### src/rtl/mux16_tdm.sv
// mux16_tdm: 16-channel time-division multiplexing transmitter.
// Latches a 16-bit word and sends it one bit per clock. Escolha carries the
// channel index of the bit currently on Dado, so a demux16 at the far end can
// steer each bit back to its lane. Back-to-back words and stalls are supported.
//
// Parameters:
//   LSB_PRIMEIRO : 1 -> channel 0 first (Escolha counts 0..15)
//                  0 -> channel 15 first (Escolha counts 15..0)
// Ports:
//   Clock    : rising-edge clock
//   Reset    : synchronous, active-high reset
//   Entrada  : parallel word, sampled only on an accepted load
//   Carregar : load request, accepted when Carregar & Pronto
//   Pausa    : stall, holds the current bit while high
//   Dado     : serial bit, palavra[Escolha]
//   Escolha  : channel index of the bit being presented
//   Valido   : Dado/Escolha are to be consumed this cycle
//   Fim      : the current bit is the last of the word
//   Pronto   : a load would be accepted this cycle
module mux16_tdm #(
   parameter int unsigned LSB_PRIMEIRO = 1
) (
   input  logic        Clock,
   input  logic        Reset,
   input  logic [15:0] Entrada,
   input  logic        Carregar,
   input  logic        Pausa,
   output logic        Dado,
   output logic [3:0]  Escolha,
   output logic        Valido,
   output logic        Fim,
   output logic        Pronto
);

   typedef enum logic {
      OCIOSO       = 1'b0,
      TRANSMITINDO = 1'b1
   } estado_t;

   localparam logic [3:0] PRIMEIRO = (LSB_PRIMEIRO != 0) ? 4'd0  : 4'd15;
   localparam logic [3:0] ULTIMO   = (LSB_PRIMEIRO != 0) ? 4'd15 : 4'd0;

   estado_t     estado_q, estado_d;
   logic [15:0] palavra_q, palavra_d;
   logic [3:0]  indice_q, indice_d;

   logic ativo;
   logic fim;
   logic pronto;
   logic carga;

   always_comb begin
      ativo  = (estado_q == TRANSMITINDO);
      fim    = ativo && (indice_q == ULTIMO);
      // Pronto must depend only on state and Pausa, never on Carregar.
      pronto = !ativo || (fim && !Pausa);
      carga  = Carregar && pronto;

      estado_d  = estado_q;
      palavra_d = palavra_q;
      indice_d  = indice_q;

      // A load at the last bit is the back-to-back reload; it takes
      // priority over the return to OCIOSO.
      if (carga) begin
         palavra_d = Entrada;
         indice_d  = PRIMEIRO;
         estado_d  = TRANSMITINDO;
      end else if (ativo && !Pausa) begin
         if (fim) begin
            estado_d = OCIOSO;
         end else if (LSB_PRIMEIRO != 0) begin
            indice_d = indice_q + 4'd1;
         end else begin
            indice_d = indice_q - 4'd1;
         end
      end
   end

   always_ff @(posedge Clock) begin
      if (Reset) begin
         estado_q  <= OCIOSO;
         palavra_q <= '0;
         indice_q  <= PRIMEIRO;
      end else begin
         estado_q  <= estado_d;
         palavra_q <= palavra_d;
         indice_q  <= indice_d;
      end
   end

   assign Dado    = palavra_q[indice_q];
   assign Escolha = indice_q;
   assign Valido  = ativo && !Pausa;
   assign Fim     = fim;
   assign Pronto  = pronto;

endmodule

### config.mk
export PLATFORM = sky130hd
export DESIGN_NAME = mux16_tdm
export DESIGN_NICKNAME = d
export VERILOG_FILES = /design/src/rtl/mux16_tdm.sv
export SDC_FILE = /design/constraint.sdc
export NUM_CORES = 1
export LEC_CHECK = 0
export CORE_MARGIN = 5
export CORE_UTILIZATION = 49
export DETAILED_ROUTE_END_ITERATION = 16
export MAX_ROUTING_LAYER = met4
export PLACE_DENSITY = 0.82
export REMOVE_ABC_BUFFERS = 1
export SETUP_SLACK_MARGIN = 0.02
export SLEW_MARGIN = 20
export SYNTH_ARGS = -nofsm -noshare
export SYNTH_HDL_FRONTEND = slang
export SYNTH_SLANG_ARGS = --single-unit
export TNS_END_PERCENT = 30
### constraint.sdc
create_clock -name Clock -period 4.2 [get_ports Clock]
set_input_delay 0.84 -clock Clock [delete_from_list [all_inputs] [get_ports Clock]]
set_output_delay 0.84 -clock Clock [all_outputs]
set_load 0.05 [all_outputs]
# After elaboration in Yosys (flattened, before gate mapping)
# Index checks and enable logic that the tools add are counted.
[op_classes] magnitude_cmp=1 reduce_logical=12 n_bitwise=1 n_eq_ne=1 n_addsub=1 mux=5
[op_table] op="$lt 4x5->1 const B" count=1
[op_table] op="$add 4x1->4 const B" count=1
[op_table] op="$bmux 1 s4" count=1
[op_table] op="$eq 4x4->1 const B" count=1
[op_table] op="$logic_and 1x1->1" count=4
[op_table] op="$mux 1" count=4
[op_table] op="$reduce_and 2->1" count=2
[op_table] op="$reduce_bool 2->1" count=2
[op_table] op="$logic_not 1->1" count=2
[op_table] op="$reduce_or 2->1" count=1
[op_table] op="$logic_or 1x1->1" count=1
[op_table] op="$not 1->1" count=1
[totals] inputBits=20 elab_cells=24 out_inout_bits=8 register_bits=21

# Logic depth before layout (Yosys ltp)
# Gate-level depths: netlist of run 1.
[logic_depth] word_depth=7 mapped_depth=7 mapped_depth_nobuf=5

# Worst setup path after synthesis of run 1
# Ideal clock, no wire load.
[synth_timing] kind="reg-to-output" start="register indice_q[2] (netlist: Escolha[2])" end="output Dado" stages_incl_launch_ff=6 required_time_ns=3.360 n_path_buf=1 t_arrival_ns=2.084 path_slack_ns=1.276 path_cell_list="dfxtp_1 > buf_6 > and2b_1 > a221oi_1 > a21oi_1 > o21ai_1"
[synth_via] elab_chain_cells=2
[synth_rtl] item="from (decl)" line="45" text="logic [3:0] indice_q, indice_d;"
[synth_rtl] item="from (signal assigned)" line="88" text="indice_q <= indice_d;"
[synth_rtl] item="$bmux 1 s4" line="92" text="assign Dado = palavra_q[indice_q];"
[synth_rtl] item="$mux 1 (not written as such)" line="92"
[synth_rtl] item="to (decl)" line="28" text="output logic Dado,"
# Every way passes these cells. The select of a mux whose other input is x is not followed.

# Worst setup path in the final report of run 1
[layout_timing] start="register indice_q[0] (netlist: Escolha[0])" end="output Dado"
# Same word-level chain as after synthesis.

==> run summary, run 1 <==
Summed over all instances, the cell type with the most area after synthesis is sky130_fd_sc_hd__dfxtp_1. 28 I/O pins were placed. Yosys mapped a number of flops with a built-in enable equal to 0. Measured along the y axis, the die boundary spans 54.80 µm.

Once detail routing completed, the nets flagged for antenna violations numbered 0. The clock insertion delay at the later pin of the skew report is 0.31 ns. At the end of the flow, the number of nets in the layout was 141. After technology mapping, the gate count stands at 94. Maximum fanout encountered on the critical timing path: 9.

The tightest min-delay check is of the reg -> reg type. The slowest stage of the critical path is the sky130_fd_sc_hd__clkdlybuf4s50_1 cell. The number of synthesized register bits works out to 21. In the post-synthesis netlist, the biggest area contributors are sky130_fd_sc_hd__dfxtp_1 43%, sky130_fd_sc_hd__mux2i_1 18%, sky130_fd_sc_hd__nor2_1 7.6%, sky130_fd_sc_hd__mux4_2 6.9%, sky130_fd_sc_hd__nand4b_4 2.4%. STA classifies the critical path endpoint as an output port.

The critical path is of the reg -> out type. Core area: 1942 µm². The post-layout utilization of the core came out at 0.6508. In this run the power density over the cells is 301.1 nW/µm². Measured along the x axis, the die boundary spans 54.80 µm. The tools report the normalized max-slew margin as 0.5358. The netlist uses 27 different library cells. The worst clock skew is 0.006845 ns, and the maximum vdd ir drop is 0.2281 mV.

The pin slew with the least headroom to its limit was 0.6946 ns. The final-layout worst hold slack is 0.5054 ns, and the number of maximum-capacitance violations is 0. The first-pass GRT wire length was 3105 µm. For this design, the CTS-stage hold fixing added 0 buffers. Maximum clock path buffer count: 2. Leaving out fill and tap cells, the most frequent cells in the layout are 27 x sky130_fd_sc_hd__clkdlybuf4s50_1, 21 x sky130_fd_sc_hd__dfxtp_1, 20 x sky130_fd_sc_hd__nor2_1.

The wire length per cell came out at 12.49 µm. Summing every instance area after synthesis gives 983.4 µm². Final wirelength: 1824 µm. The routed via count is 735, and the number of warnings printed during yosys synthesis is 0. The leakage power figure was 0.5204 nW. TritonCTS built the clock tree. The effective utilization at floorplan was 0.5064. Proportion of synthesized flip-flops having asynchronous set or reset: 0. The final setup TNS is 0 ns. After the first detailed-routing iteration, the DRC count stood at 19. The floorplan has 16 rows. For this run, design rule violations remaining after detail routing come to 0. The post-CTS resize count is 0, and the overall track demand over capacity in global routing is 0.1535. The ratio of final minimum period to clock period is 0.7988, and the power consumption is 380.5 µW. The clock net in this run drives a total of 21 sinks. The leading cell type in the layout, fill and taps excluded was sky130_fd_sc_hd__clkdlybuf4s50_1. The flow ran to the end, and the final reports show no timing, DRC or antenna violations. The die covers 3003 µm².

The fmax was 298.1 MHz; the fraction of synthesized cell area taken by the top area cell type was 0.4275. The clock slew at the register clock pins of the worst setup and hold paths is 0.12 ns, and the average cell area after synthesis is 10.46 µm². Entering global routing, the biggest net connects 19 pins.

The fraction of final layout cells sized beyond drive strength 1 was 0.06723. The logs give 1 for the CTS H-tree depth and 3.36 ns for the data required time of the critical path. In this run, CTS created clock tree buffers numbering 3.

The number of pins with negative max-slew slack in the final report was 0; the data arrival time at the worst-slack endpoint was 2.51 ns. The final setup violation count was 0; the final weighted congestion in routability-driven placement was 0.7173. STA classifies the critical path startpoint as a flip-flop. The run gives 0 as the final number of hold-violating endpoints. The most instantiated flip-flop cell in the synthesis netlist was sky130_fd_sc_hd__dfxtp_1.

Setup repair after global routing left no endpoint under its margin. Walking the worst path, the cells encountered are mux4_2, a32oi_1, o21ai_1, clkdlybuf4s50_1. The total overflow left after global routing is 0. The library cell used as clock root buffer was sky130_fd_sc_hd__clkbuf_4.

The area growth from synthesis to layout is 28.50%. Once the clock tree was built, the setup fixing pass inserted 0 buffers. Count of buffers from port buffering: 27. The detail-routed via count per cell was 5.034. On the worst path, the slowest cell contributes a delay of 0.72 ns.

The logs give 651 for the number of global-route vias before repair and 0 for the number of antenna repair diodes. The sequential area share after synthesis came out at 0.4275. The number of antenna violations at the first check in global routing is 0. The run gives 4 as the iteration count of the initial detailed-routing pass. The post-route minimum period works out to 3.355 ns.
## cell usage after synthesis (all sizes together) (2+ instances only)
cell type and instances:
nor2 20, inv 2, mux4 3, a21oi 4, mux2i 18, nand2 3, dfxtp 21, buf 4
nand3 2, clkbuf 2
## layer usage
metal | vias to the layer above | share of wire | GRT usage
met3 | 5 | 0.079 | 0.04360
li1 | 378 | - | -
met2 | 24 | 0.45 | 0.2165
met4 | 0 | 0.026 | 0.09959
met1 | 328 | 0.44 | 0.1887
met5 | - | 0 | -
## path summary, 6_finish.rpt
| check | from | end | slack (ns) | cells past startpoint |
|---|---|---|---|---|
| setup / recovery | Escolha[0] | Dado | 0.85 | 4 |
| hold / removal | palavra_q[5] | palavra_q[5] | 0.51 | 2 |
| setup reg to reg | Escolha[0] | palavra_q[9] | 2.04 | 5 |
| hold reg to reg | palavra_q[5] | palavra_q[5] | 0.51 | 2 |
## state kept, by name, indices dropped and copies added (netlist names)
register / flops
Escolha: 4
palavra_q: 16
ativo: 1
## layout make-up
cell class | instances | area, µm²
clock buffers | 4 | 26.28
fillers | 167 | 678.2
inverters | 2 | 7.507
multi-input cells | 65 | 505.5
flip-flops and latches | 21 | 420.4
well taps | 27 | 33.78
repair buffers | 27 | 270.3
## cell families (layout without fill, tap and decap cells)
group	count (synthesis)	after routing	share of synthesized area
flip-flops	21	21	0.4275
AND/OR/NAND/NOR	33	33	0.1692
adder cells (fa/ha/maj)	1	1	0.01272
multiplexers	21	21	0.2519
AO/OA/AOI/OAI	8	8	0.05471
XOR/XNOR	2	2	0.01781
buffers and inverters	8	33	0.06617
## worst max-delay path: cells and delay by family (launching register included)
kind / cells / cell delay (ns)
multiplexers: 1 / 0.57
buffers and inverters: 1 / 0.72
flip-flops: 1 / 0.63
AO/OA/AOI/OAI: 2 / 0.29
## through the flow
stage	cell area (µm²)	worst slack [ns]	std cells
final	1264	0.8452	146
after global routing	1264	0.7101	146
after CTS	1256	0.8149	146
after detailed placement	1230	0.9173	142
after global placement	1230	0.9504	142
after floorplan	925.9	1.243	88
## power by group
part           switching, mW  total [mW]  leakage (nW)  internal, mW
Combinational         0.0285      0.0656         0.333        0.0371
Sequential           0.00739       0.217         0.172         0.210
Clock                 0.0608      0.0979        0.0150        0.0371
No activity file was read; power rests on OpenSTA's default activity.
==> inputs of run 2 (changes only) <==
--- a/config.mk
+++ b/config.mk
@@ -6,10 +6,10 @@
 export NUM_CORES = 1
 export LEC_CHECK = 0
 export CORE_MARGIN = 5
-export CORE_UTILIZATION = 49
+export CORE_UTILIZATION = 46
 export DETAILED_ROUTE_END_ITERATION = 16
 export MAX_ROUTING_LAYER = met4
-export PLACE_DENSITY = 0.82
+export PLACE_DENSITY = 0.78
 export REMOVE_ABC_BUFFERS = 1
 export SETUP_SLACK_MARGIN = 0.02
 export SLEW_MARGIN = 20
==> constraint.sdc (replaced) <==
create_clock -name Clock -period 3.4 [get_ports Clock]
set_input_delay 0.68 -clock Clock [delete_from_list [all_inputs] [get_ports Clock]]
set_output_delay 0.68 -clock Clock [all_outputs]
set_load 0.05 [all_outputs]
==> run 2 against run 1 <==
Compared with the run above: highest routed layer unchanged; routed wire length up 4.4%; first-iteration DRC count down 63%; flip-flop and latch count unchanged; combinational power up 24%; critical path depth up 1; design area up 0.20%; global-route usage down 2.6 points; worst setup slack worse by 0.59 ns; sequential share of layout area about the same.
==> run summary, run 2 (synthesized netlist as in run 1, its figures left out) <==
The die is 56.24 µm tall. The logs give 143 for the cell count after placement and 0 for the post-CTS resize count. The run gives 0 as the number of antenna repair diodes.

The worst path meets setup with 0.2573 ns of slack. The run gives 737 as the routed via count. The floorplan has 16 rows. For the maximum vdd ir drop, the log shows 0.2592 mV. For the data arrival time at the worst-slack endpoint, the log shows 2.46 ns.

The tools report the fmax as 318.2 MHz. The fraction of final layout cells sized beyond drive strength 1 is 0.09167, and the leakage power figure is 0.5235 nW. The logs give 147 for the final non-filler cell total and 121.1 µW for the net switching power.

The tree is rooted in a sky130_fd_sc_hd__clkbuf_4. The worst slack at placement is 0.4337 ns, and the ratio of final minimum period to clock period is 0.9243. Final setup TNS: 0 ns. TritonCTS built the clock tree. The post-CTS setup-driven buffer insertion count was 0; the pin count of the biggest net entering global routing was 19. For this design the top-level I/O count stands at 28. The worst setup path is launched from a flip-flop. The CTS H-tree depth is 1.

The setup path with the least slack is of type reg -> out. In this run the remaining antenna-violating nets after routing total 0. Setup violations remaining at the end of the flow were counted as 0. Counting the buffers created by CTS gives 3.

The total overflow left after global routing is 0. The flow ran to the end, and the final reports show no timing, DRC or antenna violations. Leaving out fill and tap cells, the most frequent cell in the layout is sky130_fd_sc_hd__clkdlybuf4s50_1. The count of buffers from port buffering is 27, and the final-layout worst hold slack is 0.5098 ns. The final wirelength was 1905 µm.

The worst path in the final design needs a cycle of 3.143 ns, including I/O delays and setup. Number of global-route vias before repair: 735. The run gives 0.6325 as the post-layout utilization of the core. The tools report the area of the die as 3162 µm². The worst hold path class was reg -> reg. The congestion estimate from routability-driven global placement came to 0.7674. On the worst path, the slowest cell contributes a delay of 0.82 ns. Register bank with the most flops: palavra_q. In this run, post-CTS hold repair placed 0 buffers. The wire length per cell came out at 12.96 µm. The overall track demand over capacity in global routing was 0.1278; the final number of hold-violating endpoints was 0.

In the routed design, unresolved DRC markers number 0. The internal cell power came out at 348.8 µW. The clock slew at the register clock pins of the worst setup and hold paths is 0.12 ns, and the fraction of power consumed by combinational cells is 0.173. The switching part of the total was 0.2576. The worst setup path is captured at an output port.

The number of pins with negative max-slew slack in the final report is 0. Power spread over the standard cell area amounts to 371.1 nW/µm². The number of antenna violations at the first check in global routing came out at 0. The run gives 0.5978 as the normalized max-slew margin. The clock arrives with 0.006763 ns of skew. The net count of the finished layout is 142. The effective utilization at floorplan was 0.4912. Relative to the synthesized area, the layout overhead comes to 28.75%.

The register with the most flip-flops in the layout has 16 of them. The detail-routed via count per cell is 5.014. Counting along the longest clock path gives a buffer depth of 2.

The relative contribution of sequential cells to total power was 0.571. The library cells used most frequently in the layout, excluding fill and tap cells, are 27 x sky130_fd_sc_hd__clkdlybuf4s50_1, 20 x sky130_fd_sc_hd__dfxtp_1, 20 x sky130_fd_sc_hd__nor2_1. For this design, the sink count on the clock tree is 21. The logs give 1440 µm for the half-perimeter wire length of the detailed placement result and 4 for the iteration count of the initial detailed-routing pass.

The first-pass GRT wire length is 3187 µm. For the data required time of the critical path, the log shows 2.72 ns. For the worst-skew pair, the clock arrives at the later sink with an insertion delay of 0.30 ns. Setup repair after global routing left no endpoint under its margin. The number of DRC markers after the initial detailed-route iteration came out at 7. The slowest cell on the critical path was sky130_fd_sc_hd__clkdlybuf4s50_1. The core area came out at 2002 µm². The tool flagged a number of max-cap violations equal to 0. The maximum fanout encountered on the critical timing path came out at 10.

Walking the worst path, the cells encountered are and2b_1, a221oi_1, a21oi_1, o21ai_1, clkdlybuf4s50_1. The pin slew with the least headroom to its limit was 0.6014 ns. Proportion of power drawn by the clock network: 0.256. The die width came out at 56.24 µm.
==> run 2: cell types whose count changed in the layout (fill, tap and decap cells not counted) <==
cell,change
sky130_fd_sc_hd__a21boi_2,+1
sky130_fd_sc_hd__a21boi_4,-1
sky130_fd_sc_hd__buf_4,+1
sky130_fd_sc_hd__clkbuf_1,-1
sky130_fd_sc_hd__clkinv_2,+1
sky130_fd_sc_hd__dfxtp_1,-1
sky130_fd_sc_hd__dfxtp_2,+1
==> run 2: per-stage QoR <==
step           total power [mW]  area (µm²)
2_1_floorplan            0.3170       925.9
3_3_place_gp             0.3539        1237
3_5_place_dp             0.3556        1237
4_1_cts                  0.4725        1265
5_1_grt                  0.4928        1266
6_report                 0.4699        1266
==> run 2: critical path, delay by kind of cell, from the launching register on <==
family / cells / cell delay (ns)
compound gates: 3 / 0.55
buf+inv: 1 / 0.82
flops: 1 / 0.56
simple gates: 1 / 0.23
==> run 2: metal layers <==
| metal | global-route usage | share of wire | up-vias |
|---|---|---|---|
| li1 | - | - | 378 |
| met1 | 0.1634 | 0.47 | 337 |
| met2 | 0.2104 | 0.48 | 20 |
| met3 | 0.02088 | 0.045 | 2 |
| met4 | 0.03051 | 0.0037 | 0 |
| met5 | - | 0 | - |
==> run 2: layout make-up <==
type	instances	area (µm²)
Clock buffer	3	22.52
Clock inverter	1	5.005
Fill cell	186	735.7
Inverter	2	7.507
Multi-Input combinational cell	65	498.0
Sequential cell	21	421.7
Tap cell	27	33.78
Timing Repair Buffer	28	277.8
==> run 2: worst paths after layout <==
| path | startpoint | end | slack [ns] | depth (start not counted) |
|---|---|---|---|---|
| setup / recovery | Escolha[2] | Dado | 0.26 | 5 |
| hold / removal | palavra_q[10] | palavra_q[10] | 0.51 | 2 |
| setup reg to reg | Escolha[1] | palavra_q[7] | 1.21 | 6 |
| hold reg to reg | palavra_q[10] | palavra_q[10] | 0.51 | 2 |
==> run 2: power groups by stage <==
stage	Combinational, mW	Sequential [mW]	Clock [mW]
3_3_place_gp	0.0808	0.273	0
2_1_floorplan	0.0438	0.273	0
6_report	0.0813	0.268	0.120
4_1_cts	0.0822	0.268	0.122
3_5_place_dp	0.0819	0.274	0
5_1_grt	0.0884	0.270	0.134
